`src/rtl/cmp_scan_pkg.sv`:
```
// Shared definitions for the comparator-based key-match scanner.
package cmp_scan_pkg;

  // Comparator width is fixed by the 8-bit identity comparator part.
  localparam int unsigned TAG_W = 8;

  // Scanner control states, 2-bit binary encoding.
  typedef enum logic [1:0] {
    ST_IDLE   = 2'd0,
    ST_SCAN   = 2'd1,
    ST_REPORT = 2'd2
  } state_t;

endpackage

```
`src/rtl/MOD_74x688.sv`:
```
// 8-bit identity comparator: Y is high when A equals B.
module MOD_74x688 (
  input  logic [7:0] A,
  input  logic [7:0] B,
  output logic       Y
);

  // Bitwise equality reduced to a single match flag.
  always_comb begin
    Y = (A == B);
  end

endmodule

```
`src/rtl/cmp_scan_ctrl.sv`:
```
// Sequential key-match scanner: walks a tag table one entry per clock through
// a single shared equality comparator and reports the first valid match.
module cmp_scan_ctrl
  import cmp_scan_pkg::*;
#(
  parameter  int unsigned DEPTH = 8,
  localparam int unsigned IDX_W = $clog2(DEPTH)
) (
  input  logic             CLK,
  input  logic             RST_N,
  input  logic             START,
  input  logic [7:0]       KEY,
  input  logic             LOAD_EN,
  input  logic [IDX_W-1:0] LOAD_ADDR,
  input  logic [7:0]       LOAD_DATA,
  input  logic             LOAD_VALID,
  output logic             BUSY,
  output logic             DONE,
  output logic             HIT,
  output logic [IDX_W-1:0] HIT_IDX
);

  state_t             r_state;
  state_t             w_state_nxt;
  logic [TAG_W-1:0]   r_tag [DEPTH];
  logic [DEPTH-1:0]   r_valid;
  logic [IDX_W-1:0]   r_idx;
  logic [TAG_W-1:0]   r_key;
  logic               r_hit;
  logic [IDX_W-1:0]   r_hit_idx;

  logic [TAG_W-1:0]   w_tag_rd;
  logic               w_eq;
  logic               w_match;
  logic               w_last;
  logic               w_load;

  // Table read mux and scan qualifiers.
  always_comb begin
    w_tag_rd = r_tag[r_idx];
    w_match  = w_eq & r_valid[r_idx];
    w_last   = (r_idx == IDX_W'(DEPTH - 1));
    w_load   = (r_state == ST_IDLE) && LOAD_EN;
  end

  MOD_74x688 u_cmp (
    .A (w_tag_rd),
    .B (r_key),
    .Y (w_eq)
  );

  // State register.
  always_ff @(posedge CLK) begin
    if (!RST_N) r_state <= ST_IDLE;
    else        r_state <= w_state_nxt;
  end

  // Next-state logic: REPORT always lasts exactly one cycle.
  always_comb begin
    w_state_nxt = r_state;
    case (r_state)
      ST_IDLE:   if (START) w_state_nxt = ST_SCAN;
      ST_SCAN:   if (w_match || w_last) w_state_nxt = ST_REPORT;
      ST_REPORT: w_state_nxt = ST_IDLE;
      default:   w_state_nxt = ST_IDLE;
    endcase
  end

  // Status outputs decoded from the state register.
  always_comb begin
    BUSY = (r_state != ST_IDLE);
    DONE = (r_state == ST_REPORT);
  end

  // Tag storage; contents are don't-care after reset, only the valid bits matter.
  always_ff @(posedge CLK) begin
    if (RST_N && w_load) r_tag[LOAD_ADDR] <= LOAD_DATA;
  end

  // Valid bits, key latch, scan index and result registers.
  always_ff @(posedge CLK) begin
    if (!RST_N) begin
      r_valid   <= '0;
      r_idx     <= '0;
      r_key     <= '0;
      r_hit     <= 1'b0;
      r_hit_idx <= '0;
    end else begin
      case (r_state)
        ST_IDLE: begin
          if (LOAD_EN) r_valid[LOAD_ADDR] <= LOAD_VALID;
          if (START) begin
            r_key <= KEY;
            r_idx <= '0;
          end
        end
        ST_SCAN: begin
          if (w_match) begin
            r_hit     <= 1'b1;
            r_hit_idx <= r_idx;
          end else if (w_last) begin
            r_hit     <= 1'b0;
            r_hit_idx <= '0;
          end else begin
            r_idx <= r_idx + 1'b1;
          end
        end
        default: ;
      endcase
    end
  end

  assign HIT     = r_hit;
  assign HIT_IDX = r_hit_idx;

endmodule
```
`config.mk`:
```
export PLATFORM = sky130hd
export DESIGN_NAME = cmp_scan_ctrl
export DESIGN_NICKNAME = d
export VERILOG_FILES = /design/src/rtl/cmp_scan_pkg.sv /design/src/rtl/MOD_74x688.sv /design/src/rtl/cmp_scan_ctrl.sv
export SDC_FILE = /design/constraint.sdc
export NUM_CORES = 1
export LEC_CHECK = 0
export ABC_AREA = 1
export CAP_MARGIN = 20
export CORE_UTILIZATION = 45
export DETAILED_ROUTE_END_ITERATION = 7
export DONT_BUFFER_PORTS = 1
export GPL_TIMING_DRIVEN = 0
export PLACE_DENSITY = 0.67
export SLEW_MARGIN = 15
export SYNTH_ARGS = -nofsm -noshare
export SYNTH_HDL_FRONTEND = slang
export SYNTH_SLANG_ARGS = --single-unit
```
`constraint.sdc`:
```
create_clock -name CLK -period 2.55 [get_ports CLK]
set_clock_uncertainty 0.05 [all_clocks]
set_input_delay 0.51 -clock CLK [delete_from_list [all_inputs] [get_ports CLK]]
set_output_delay 0.51 -clock CLK [all_outputs]
set_load 0.01 [all_outputs]
```
==> results.toml <==
[worst_setup_path]
end_kind = "flop"
r2r_start = "r_state[0]"
worstSetupStartpoint = "r_state[0]"
cp-start-kind = "flop"
slowest_delay_ns = 0.84
r2r_end = "r_tag[4][6]"
reg2regPathDepth = 7
crit_type = "reg -> reg"
crit_slowest_cell = "nor2_1"
cp_max_fo = 8
cp_cell_sequence = "nor2_1 > nand2_1 > nor2_1 > inv_1 > nor2_1 > inv_1 > nor2_1"
crit_top_cell = "nor2_1"
crit_arrival_ns = 2.18
reg2reg_setup_slack_ns = 0.28
critPathCapture = "r_tag[4][6]"
crit_required_ns = 2.47

[floorplanning]
die_h_microns = 98.8
rows = 34
die-width_microns = 98.8
core_area_sq_mm = 0.00889
die_area_sq_mm = 0.00976
ios = 30
start_util_pct = 47.4

[sta]
tightest_slew_ns = 1.12
period_share_pct = 88.9
max_freq_mhz = 441
final-hold-violation-count = 0
fin_setup_tns_ns = 0
grt_setup_unrepaired = "false"
slew_headroom_pct = 25.2
setup_viol = 0
period_needed_ns = 2.27
drv_slew = 0

[synth]
synth_xor_area_share_pct = 0
ys_seq_area_share_pct = 58.9
yosysUniqueCellTypes = 21
ys_warn_count = 0
synth-compound-area-share_pct = 4.87
ys_ff_latch = 92
syn_area_sq_mm = 0.00421
synthSimpleGateAreaFrac_pct = 25.5
synth_adder_area_share_pct = 0.594
synth_top_family_by_area = "simple AND/OR/NAND/NOR gates"
synth_cells = 487
muxShareOfSynthArea_pct = 0
synth.net_count = 513
syn_area_per_cell_sq_um = 8.65

[cells_and_area]
final_core_util_pct = 51.1
layout-drive-gt1-share_pct = 8.35
nets = 524
area_growth_pct = 7.78
diodes = 0

[global_routing]
grt_max_degree = 16
grt_pass1_vias = 2936
grt_overflow_total = 0
grt.total_usage_pct = 20.5
grt_pass1_wl_mm = 14.8
antenna_found_initial = 0

[detailed_routing]
vias_per_cell = 5.01
vias = 3063
drt_iter0_markers = 132
postRouteAntennaNets = 0
wirelength_mm = 9.40
dr.pass1.iters = 4
remaining_drc_errors = 0
wl_per_cell_microns = 15.4

[clocking]
clkSinkCount = 92
numCtsBuffers = 9
cts_tree = "done"
cts_resized = 0
clock-root-buffer = "clkbuf_8"
cts.clk_slew.worst_paths_ns = 0.09
insertion_delay_ns = 0.35
holdBufCountCts = 0
cts_setup_buffers = 0
cts_buffer_depth = 2
htreeDepth = 3

[placement]
port-buffer-count = 0
gp_congestion = 0.797
dp_hpwl_mm = 6.54

[flow_run]
drv_cap = 0

[power_and_ir_drop]
total_leakage_power_uw = 0.00198
power_uw = 2990
p_per_area_mw_per_mm2 = 659
vdd_ir_drop_max_v = 0.000357

[hold_path]
hp-class = "in -> reg"

[status]
status = "complete, no violations"
==> cell type report <==
| cell class | instances | area (sq um) |
|---|---|---|
| Buffer | 17 | 106 |
| Clock buffer | 10 | 128 |
| Clock inverter | 6 | 65.1 |
| Fill cell | 818 | 4350 |
| Inverter | 85 | 319 |
| Multi-Input combinational cell | 293 | 1310 |
| Sequential cell | 92 | 2480 |
| Tap cell | 108 | 135 |
==> routing by layer <==
layer	global-route usage [%]	wire length, microns
met2	35.0	4640
met4	8.04	91
met1	25.8	4030
met5	0	0
met3	3.97	639
==> worst max-delay path: cells and delay by family, from the launching register on <==
kind,cells,cell delay [ns]
buf+inv,2,0.17
flops,1,0.33
simple gates,5,1.32
==> metrics by stage <==
stage / cell area (sq um) / hold WS (ns) / setup slack, ns / instances
floorplan: 4210 / 0.394 / 0.733 / 487
global placement: 4350 / 0.411 / 0.356 / 595
detailed placement: 4350 / 0.421 / 0.203 / 595
CTS: 4540 / 0.187 / 0.179 / 611
global route: 4540 / 0.173 / 0.0876 / 611
finish: 4540 / 0.190 / 0.284 / 611
==> logic make-up (layout without fill, tap and decap cells) <==
group,Yosys count,after routing
AOI/OAI and AO/OA,38,38
adders and majority gates,2,2
and+or+nand+nor,253,253
buffers and inverters,102,118
DFF,92,92
==> synth_stat cells, drive strengths merged <==
cell      n  area share [%]
nand3    54             6.8
nor2     70             6.2
ha        2            0.59
nand2   120              11
nand3b    4            0.71
dfxtp    28              13
inv      85             7.6
edfxtp   64              46
buf      14             2.3
nand4     4            0.74
clkbuf    3            0.27
and3      1            0.15
a21oi    16             2.3
o21ai    22             2.6
==> registers in the layout, indices dropped and copies added, names as in the netlist, named ones only <==
register,cells
r_tag,64
r_key,8
r_valid,8
HIT_IDX,3
r_idx,3
r_state,2
HIT,1
==> worst min-delay path by stage <==
stage	from	endpoint	slack, ns	cells after the start
finish	LOAD_DATA[0]	r_tag[7][0]	0.19	0
global route	LOAD_DATA[0]	r_tag[5][0]	0.17	0
CTS	LOAD_DATA[3]	r_tag[6][3]	0.19	0
detailed placement	r_key[6]	r_key[6]	0.42	2
global placement	r_key[6]	r_key[6]	0.41	2
floorplan	r_key[4]	r_key[4]	0.39	2
==> report_power, final <==
group          total [uW]  switching, uW  internal [uW]
sequential           1650           24.6           1630
clock                 957            505            453
combinational         381            256            125
==> layout by cell type, fill, tap and decap left out, drive strengths merged <==
cell type,instances
nand3b,4
ha,2
clkinv,3
nand3,54
o21ai,22
nand4,4
clkinvlp,2
bufinv,1
nand2,120
a21oi,16
clkbuf,13
and3,1
dfxtp,28
buf,14
inv,85
nor2,70
edfxtp,64
No activity file was read; power rests on OpenSTA's default activity.
